`src/rtl/chnl_accum_if.sv`:
```
// chnl_accum_if: run control, input beat stream and output result bundle of the
// channel accumulator. The master side is the producer/consumer environment and the
// slave side is the accumulator itself.
interface chnl_accum_if #(
   parameter int unsigned NI = 9,
   parameter int unsigned IW = 32,
   parameter int unsigned NO = 7,
   parameter int unsigned OW = 32,
   parameter int unsigned LW = 16
);
   logic                start;
   logic [LW-1:0]       cfg_len;
   logic                cfg_sat;
   logic                in_valid;
   logic                in_ready;
   logic [NI*IW-1:0]    din;
   logic                out_valid;
   logic                out_ready;
   logic [NO*OW-1:0]    dout;
   logic [NO-1:0]       ovf;
   logic                busy;

   modport master (
      output start, cfg_len, cfg_sat, in_valid, din, out_ready,
      input  in_ready, out_valid, dout, ovf, busy
   );

   modport slave (
      input  start, cfg_len, cfg_sat, in_valid, din, out_ready,
      output in_ready, out_valid, dout, ovf, busy
   );
endinterface

```
`src/rtl/chnl_accum.sv`:
```
// chnl_accum: sums NO lanes (starting at input lane LANE_OFS) of a signed NI-lane bus
// over a run of cfg_len beats, with wrap or saturating arithmetic and a sticky
// per-lane overflow flag. Result is held on dout until the downstream handshake.
module chnl_accum #(
   parameter int unsigned NI       = 9,
   parameter int unsigned IW       = 32,
   parameter int unsigned NO       = 7,
   parameter int unsigned OW       = 32,
   parameter int unsigned LANE_OFS = 1,
   parameter int unsigned LW       = 16
) (
   input  logic         clk,
   input  logic         rst_n,
   chnl_accum_if.slave  bus
);
   typedef enum logic [1:0] {S_IDLE, S_ACCUM, S_HOLD} state_t;

   state_t                 state, state_nx;
   logic                   run_start;
   logic                   beat;
   logic                   last_beat;
   logic                   in_ready;
   logic                   out_valid;
   logic                   busy;
   logic [NO-1:0][OW-1:0]  acc;
   logic [NO-1:0][OW-1:0]  lane_sum;
   logic [NO-1:0]          ovf;
   logic [NO-1:0]          lane_ovf;
   logic [LW-1:0]          cnt;
   logic [LW-1:0]          len;
   logic                   sat;
   logic                   unused_din;

   // Lanes outside the accumulated window are intentionally ignored.
   assign unused_din = ^bus.din;

   assign beat      = bus.in_valid & in_ready;
   assign last_beat = (cnt == len - LW'(1));

   assign bus.in_ready  = in_ready;
   assign bus.out_valid = out_valid;
   assign bus.busy      = busy;
   assign bus.dout      = acc;
   assign bus.ovf       = ovf;

   // Run state register.
   always_ff @(posedge clk) begin
      if (!rst_n) state <= S_IDLE;
      else        state <= state_nx;
   end

   // Next-state, run-start strobe and handshake outputs.
   always_comb begin
      state_nx  = state;
      run_start = 1'b0;
      in_ready  = 1'b0;
      out_valid = 1'b0;
      busy      = 1'b0;
      unique case (state)
         S_IDLE: begin
            if (bus.start) begin
               state_nx  = S_ACCUM;
               run_start = 1'b1;
            end
         end
         S_ACCUM: begin
            in_ready = 1'b1;
            busy     = 1'b1;
            if (bus.in_valid && last_beat) state_nx = S_HOLD;
         end
         S_HOLD: begin
            out_valid = 1'b1;
            busy      = 1'b1;
            if (bus.out_ready) begin
               if (bus.start) begin
                  state_nx  = S_ACCUM;
                  run_start = 1'b1;
               end else begin
                  state_nx = S_IDLE;
               end
            end
         end
         default: state_nx = S_IDLE;
      endcase
   end

   // Per-lane OW+1 bit add; on overflow the carry bit picks the clamp direction.
   always_comb begin
      logic [IW-1:0] d;
      logic [OW:0]   s;
      d        = '0;
      s        = '0;
      lane_sum = '0;
      lane_ovf = '0;
      for (int unsigned i = 0; i < NO; i++) begin
         d = bus.din[(i + LANE_OFS)*IW +: IW];
         s = {acc[i][OW-1], acc[i]} + {{(OW+1-IW){d[IW-1]}}, d};
         lane_ovf[i] = s[OW] ^ s[OW-1];
         if (lane_ovf[i] && sat) lane_sum[i] = {s[OW], {(OW-1){~s[OW]}}};
         else                    lane_sum[i] = s[OW-1:0];
      end
   end

   // Accumulators, sticky overflow, beat counter and latched run config.
   always_ff @(posedge clk) begin
      if (!rst_n) begin
         acc <= '0;
         ovf <= '0;
         cnt <= '0;
         len <= '0;
         sat <= 1'b0;
      end else if (run_start) begin
         acc <= '0;
         ovf <= '0;
         cnt <= '0;
         len <= (bus.cfg_len == '0) ? LW'(1) : bus.cfg_len;
         sat <= bus.cfg_sat;
      end else if (beat) begin
         acc <= lane_sum;
         ovf <= ovf | lane_ovf;
         cnt <= cnt + LW'(1);
      end
   end
endmodule

```
`src/flat_wrapper.sv`:
```
// flat-port wrapper written by rule: the top's interface ports become plain ports
module chnl_accum_flat 
#(
   parameter int unsigned NI       = 9,
   parameter int unsigned IW       = 32,
   parameter int unsigned NO       = 7,
   parameter int unsigned OW       = 32,
   parameter int unsigned LANE_OFS = 1,
   parameter int unsigned LW       = 16
)
  (clk, rst_n, bus_start, bus_cfg_len, bus_cfg_sat, bus_in_valid, bus_din, bus_out_ready, bus_in_ready, bus_out_valid, bus_dout, bus_ovf, bus_busy);
  chnl_accum_if #(.NI(NI), .IW(IW), .NO(NO), .OW(OW), .LW(LW)) bus_i ();
  input  logic clk;
  input  logic rst_n;
  input wire logic [$bits(bus_i.start)-1:0] bus_start;
  input wire logic [$bits(bus_i.cfg_len)-1:0] bus_cfg_len;
  input wire logic [$bits(bus_i.cfg_sat)-1:0] bus_cfg_sat;
  input wire logic [$bits(bus_i.in_valid)-1:0] bus_in_valid;
  input wire logic [$bits(bus_i.din)-1:0] bus_din;
  input wire logic [$bits(bus_i.out_ready)-1:0] bus_out_ready;
  output wire logic [$bits(bus_i.in_ready)-1:0] bus_in_ready;
  output wire logic [$bits(bus_i.out_valid)-1:0] bus_out_valid;
  output wire logic [$bits(bus_i.dout)-1:0] bus_dout;
  output wire logic [$bits(bus_i.ovf)-1:0] bus_ovf;
  output wire logic [$bits(bus_i.busy)-1:0] bus_busy;
  assign bus_i.start = bus_start;
  assign bus_i.cfg_len = bus_cfg_len;
  assign bus_i.cfg_sat = bus_cfg_sat;
  assign bus_i.in_valid = bus_in_valid;
  assign bus_i.din = bus_din;
  assign bus_i.out_ready = bus_out_ready;
  assign bus_in_ready = bus_i.in_ready;
  assign bus_out_valid = bus_i.out_valid;
  assign bus_dout = bus_i.dout;
  assign bus_ovf = bus_i.ovf;
  assign bus_busy = bus_i.busy;
  chnl_accum #(.NI(NI), .IW(IW), .NO(NO), .OW(OW), .LANE_OFS(LANE_OFS), .LW(LW)) u_core (.clk(clk), .rst_n(rst_n), .bus(bus_i));
endmodule
```
`config.mk`:
```
export PLATFORM = sky130hd
export DESIGN_NAME = chnl_accum_flat
export DESIGN_NICKNAME = d
export VERILOG_FILES = /design/src/rtl/chnl_accum_if.sv /design/src/rtl/chnl_accum.sv /design/src/flat_wrapper.sv
export SDC_FILE = /design/constraint.sdc
export NUM_CORES = 1
export LEC_CHECK = 0
export CAP_MARGIN = 40
export CORE_MARGIN = 3
export CORE_UTILIZATION = 51
export DETAILED_ROUTE_END_ITERATION = 8
export HOLD_SLACK_MARGIN = 0.08
export PLACE_DENSITY = 0.82
export SYNTH_ARGS = -nofsm -noshare
export SYNTH_HDL_FRONTEND = slang
export SYNTH_SLANG_ARGS = --single-unit
```
`constraint.sdc`:
```
create_clock -name clk -period 3.8 [get_ports clk]
set_clock_uncertainty 0.15 [all_clocks]
set_input_delay 0.38 -clock clk [delete_from_list [all_inputs] [get_ports clk]]
set_output_delay 0.38 -clock clk [all_outputs]
set_load 0.005 [all_outputs]
```
==> After elaboration in Yosys (flattened, before gate mapping) <==
Index checks and enable logic that the tools add are counted.
Widths: inputs -> output; s select.
{ "classes": {"n_addsub": 9, "n_mul": 0, "div": 0, "n_lt_le_gt_ge": 0, "n_eq_ne": 6, "shift": 0, "muxes": 19, "bitwise_logic": 17, "reduce_logical": 13} }
{ "ops": {"columns": ["operator", "n"], "rows": [
  ["$add 32x32->33", 7],
  ["$mux 32", 7],
  ["$add 16x1->16 const B", 1],
  ["$eq 16x16->1", 1],
  ["$logic_not 16->1", 1],
  ["$mux 16", 1],
  ["$sub 16x1->16 const B", 1],
  ["$logic_and 1x1->1", 8],
  ["$not 1->1", 8],
  ["$or 7x7->7", 1],
  ["$xor 1x1->1", 7],
  ["$mux 1", 6],
  ["$mux 2", 3],
  ["$pmux 2 s3", 1],
  ["$ne 2x2->1 const B", 2],
  ["$reduce_or 2->1", 2],
  ["$reduce_and 3->1", 1],
  ["$eq 2x1->1 const B", 1],
  ["$eq 2x2->1 const B", 1],
  ["$logic_not 2->1", 1],
  ["$ne 2x1->1 const B", 1],
  ["$pmux 1 s2", 1],
  ["$and 1x1->1", 1]
]} }
{ "word_totals": {"ff_bits": 266, "latch_bits": 0, "ramBits": 0, "romBits": 0, "inputBits": 310, "output_inout_bits": 234, "memories": 0} }

==> Longest topological paths before layout <==
{ "logic_depth": {"depth_word": 5, "depth_mapped": 15, "depth_no_buf": 13} }

==> Worst setup path after synthesis <==
No wires, ideal clock.
{ "synth_path": {"kind": "in2reg", "from": "in bus_din[192]", "to": "reg u_core.acc (netlist bit u_core.bus.dout[168])", "arrival_ps": 2924, "path_slack_ps": 610, "path_stages": 14, "path_buffers": 1, "path_cell_list": "ha_1 -> inv_1 -> fa_1 -> nor2b_1 -> o31ai_1 -> a311o_1 -> a2111oi_0 -> nor2_1 -> a31oi_2 -> xor2_2 -> nand2_4 -> buf_4 -> a21oi_1 -> nor2_1"} }
{ "synth_via": {"elab_chain_cells": 4} }
{ "synth_lines": {"columns": ["item", "line_no", "text"], "rows": [
  ["start, declared", "flat_wrapper.sv:19", "input wire logic [$bits(bus_i.din)-1:0] bus_din;"],
  ["$add 32x32->33 *", "chnl_accum.sv:97", "s = {acc[i][OW-1], acc[i]} + {{(OW+1-IW){d[IW-1]}}, d};"],
  ["$xor 1x1->1", "chnl_accum.sv:98", "lane_ovf[i] = s[OW] ^ s[OW-1];"],
  ["$logic_and 1x1->1", "chnl_accum.sv:99", "if (lane_ovf[i] && sat) lane_sum[i] = {s[OW], {(OW-1){~s[OW]}}};"],
  ["$mux 32 *", "chnl_accum.sv:99", null],
  ["end signal, assigned", "chnl_accum.sv:119", "acc <= lane_sum;"],
  ["end, declared", "chnl_accum.sv:25", "logic [NO-1:0][OW-1:0] acc;"]
]} }
Every way passes the cells marked *; elsewhere a longest branch is shown, timed or not.
A chain may end at the register's enable or synchronous reset.

==> Worst setup path after layout <==
{ "layout_path": {"from": "reg u_core.acc (netlist bit u_core.bus.dout[64])", "to": "reg u_core.acc (netlist bit u_core.bus.dout[91])"} }
{ "layout_via": {"elab_chain_cells": 4} }
{ "layout_lines": {"columns": ["item", "line_no"], "rows": [
  ["$add 32x32->33 *", "chnl_accum.sv:97"],
  ["$xor 1x1->1", "chnl_accum.sv:98"],
  ["$logic_and 1x1->1", "chnl_accum.sv:99"],
  ["$mux 32 *", "chnl_accum.sv:99"]
]} }
Marks and branches as above.

==> impl_metrics.py <==
metrics = {
    "synthesis": {
        "synth-simple-area-share_pct": 15.9,
        "synth.yosys.seq_area_share_pct": 24.0,
        "compound_gate_portion_of_the_synthesized_area_pct": 32.5,
        "xor_and_xnor_fraction_of_the_mapped_netlist_area_pct": 9.66,
        "ys_types": 98,
        "synth-seq-cells": 266,
        "synth_cells": 2851,
        "syn_nets": 3398,
        "synth_warnings": 0,
        "combinational_family_with_the_most_area_after_synthesis": "compound AO/OA/AOI/OAI gates",
        "synth_fa_ha_area_share_pct": 13.6,
        "synth_area_per_cell_um2": 7.78,
        "yosys-mux-area-fraction_pct": 0.361,
        "ys_async_sr_fraction_pct": 0,
        "synth-edff-count": 0,
        "synth_flop_cell": "dfxtp_1",
        "synthesis.area_mm2": 0.0222,
    },
    "clock_tree": {
        "cts-hold-fix-buffers": 0,
        "buffer_cell_driving_the_clock_tree_root": "clkbuf_16",
        "tritoncts_clock_tree": "built",
        "cts_max_level": 2,
        "cts.path.max_buffers": 3,
        "numCtsBuffers": 34,
        "cts_setup_buffers": 0,
        "clock-sinks": 266,
        "clk_pin_slew_worst_paths_ns": 0.06,
        "worstSkewPairLatency_ns": 0.56,
    },
    "finish": {
        "num-fill-cells": 3537,
        "finish.cell_count_without_fillers": 3946,
        "final_layout_size_suffix_gt1_share_pct": 7.50,
        "finish.net_count": 3882,
        "layout-area-overhead-vs-synth_pct": 32.2,
        "final_non_filler_cell_area_mm2": 0.0293,
    },
    "pwr": {
        "post-layout-total-power_mw": 9.52,
        "leakage_nw": 13.0,
        "max-vdd-ir-drop_v": 0.000279,
        "power_density_mw_per_mm2": 324,
    },
    "setup_path": {
        "cp.buffers_inverters": 2,
        "timing.critical_path.slowest_cell_delay_ns": 0.57,
        "timing.critical_path.arrival_ns": 3.88,
        "cpLargestDelayFamily": "compound AO/OA/AOI/OAI gates",
        "crit_path_cell_trace": "ha_1, inv_1, fa_1, nand2b_1, a21oi_1, a2111oi_1, o211ai_1, a21oi_1, a211oi_2, xor2_1, and2_1, buf_4, nor3b_1, o221a_2",
        "crit_path_max_fanout": 3,
        "path_class": "flop to flop",
        "critical-path-top-cell-by-count": "a21oi_1",
        "cp-end-kind": "flop",
        "critical_path.startpoint_type": "flop",
        "required_ns": 4.14,
        "critical_path.slowest_cell": "a2111oi_1",
    },
    "hold_path": {
        "hold_class": "input port to flop",
    },
    "timing": {
        "timing.final.max_slew_violations": 0,
        "rsz0062_at_grt": "no",
        "timing.final.setup_violations": 0,
        "relSlewSlack_pct": 45.4,
        "fmax_ghz": 0.282,
        "final_worst_path_cycle_share_pct": 93.2,
        "worst-slew-pin-transition_ns": 0.817,
        "hold_viol": 0,
        "final_critical_path_setup_slack_ns": 0.260,
        "layout_min_cycle_time_ns": 3.54,
    },
    "place": {
        "dpl_cell_area_mm2": 0.0281,
        "place_hpwl_um": 57100,
        "post-place-ws_ns": -0.104,
        "port_buffers": 479,
        "place_inst": 3876,
        "place.gp.congestion": 0.961,
    },
    "route": {
        "drc": 0,
        "routed_wirelength_um": 75400,
        "via_count": 23829,
        "post_drt_via_cell_ratio": 6.04,
        "number_of_detailed_route_iterations_in_the_first_pass": 8,
        "wire_per_inst_um": 19.1,
        "drt_iter0_markers": 1995,
        "ant_nets": 0,
    },
    "run_status": {
        "run_status": "finished, final reports clean",
    },
    "run": {
        "max_cap_viol_count": 0,
    },
    "die": {
        "dieArea_mm2": 0.0461,
        "core.rowCount": 75,
        "top_level_ports": 544,
        "dieHeight_um": 215,
        "die_w_um": 215,
        "core-area_mm2": 0.0424,
        "initial_core_util_pct": 52.3,
    },
    "global_route": {
        "first_global_vias": 22953,
        "grt_remaining_overflow": 0,
        "grt_start_max_net_pins": 85,
        "globalRouteTotalUtil_pct": 30.9,
        "antenna_found_initial": 16,
        "grt_pass1_wl_um": 120000,
    },
}
Yosys cell counts (26+ instances only):
cell type / number / area [um^2]
clkbuf_1: 111 / 417
a21o_1: 117 / 878
a221o_1: 27 / 270
a21oi_1: 371 / 1860
inv_1: 69 / 259
o211ai_1: 29 / 218
o21ai_0: 267 / 1340
a31oi_1: 37 / 231
dfxtp_1: 266 / 5330
nor2_1: 296 / 1110
o21bai_1: 26 / 195
a211oi_1: 30 / 225
ha_1: 230 / 2880
nand2b_1: 29 / 181
o21a_1: 27 / 203
o221a_2: 33 / 372
nand2_1: 187 / 702
xor2_1: 94 / 823
nand3_1: 65 / 325
and3_1: 39 / 244
xnor2_1: 149 / 1310
layout by cell type, fill, tap and decap left out, types with 69 or more instances in the layout:
| master | Yosys | final |
|---|---|---|
| clkdlybuf4s50_1 | 0 | 479 |
| a21oi_1 | 371 | 369 |
| nor2_1 | 296 | 296 |
| o21ai_0 | 267 | 266 |
| dfxtp_1 | 266 | 265 |
| ha_1 | 230 | 230 |
| nand2_1 | 187 | 186 |
| xnor2_1 | 149 | 149 |
| a21o_1 | 117 | 117 |
| buf_4 | 3 | 100 |
| xor2_1 | 94 | 94 |
| inv_1 | 69 | 69 |
worst register-to-register path, stage by stage (launching register included):
cell	delay, ns
dfxtp_1	0.35
ha_1	0.25
inv_1	0.08
fa_1	0.21
nand2b_1	0.14
a21oi_1	0.09
a2111oi_1	0.57
o211ai_1	0.21
a21oi_1	0.26
a211oi_2	0.12
xor2_1	0.18
and2_1	0.22
buf_4	0.16
nor3b_1	0.27
o221a_2	0.23
per-layer routing:
layer  vias up  track usage (%)  wire [um]
met4        14             12.9       3000
met3       193             7.26       5890
met2       915             51.5      35000
met5         -                0         91
li1      11484                -          -
met1     11223             38.5      31400
flip-flops by register name (all words and copies together), names as in the netlist:
| register | count |
|---|---|
| u_core.bus.dout | 224 |
| u_core.bus.ovf | 7 |
| u_core.cnt | 16 |
| u_core.len | 16 |
| u_core.sat | 1 |
| u_core.state | 2 |
path summary, 6_finish.rpt:
check | slack (ns) | from | cells after the start | end
worst max register to register | 0.26 | u_core.bus.dout[64] | 14 | u_core.bus.dout[91]
worst min register to register | 0.32 | u_core.bus.ovf[2] | 2 | u_core.bus.ovf[2]
worst max-delay path | 0.26 | u_core.bus.dout[64] | 14 | u_core.bus.dout[91]
worst min-delay path | 0.28 | bus_cfg_sat | 2 | u_core.sat
cell type report:
class | instances | area [um^2] | area share [%]
inverters | 69 | 259 | 0.883
repair buffers | 592 | 5810 | 19.8
clock buffers | 52 | 1090 | 3.72
flip-flops and latches | 266 | 5330 | 18.2
multi-input cells | 2372 | 16000 | 54.6
diodes | 9 | 22.5 | 0.0768
clock inverters | 9 | 101 | 0.345
well taps | 577 | 722 | 2.46
where the power goes:
group | leakage, nW | switching, mW | total [mW] | internal (mW)
Clock | 0.592 | 1.36 | 3.48 | 2.12
Sequential | 2.16 | 0.167 | 3.11 | 2.94
Combinational | 10.3 | 1.53 | 2.93 | 1.40
Total | 13.0 | 3.06 | 9.52 | 6.46
logic make-up after synthesis:
logic type / Yosys count
buffers and inverters: 213
and+or+nand+nor: 762
AOI/OAI and AO/OA: 1121
xor gates and xnor gates: 244
DFF: 266
adders and majority gates: 237
muxes: 8
per-stage QoR:
| step | hold slack [ns] | utilization [%] | setup TNS, ns |
|---|---|---|---|
| floorplan | 0.310 | - | 0 |
| global placement | 0.298 | 66.3 | -0.959 |
| detailed placement | 0.307 | 66.3 | -2.42 |
| CTS | 0.260 | 69.1 | 0 |
| global route | 0.290 | 69.2 | 0 |
| finish | 0.280 | 69.2 | 0 |
repair_timing:
| action | 4_1_cts | 5_1_grt |
|---|---|---|
| hold endpoints to repair | 0 | 0 |
| gates resized for setup | 0 | 1 |
| setup endpoints to repair | 0 | 5 |
Note: power is estimated with default switching activity, not from simulation.
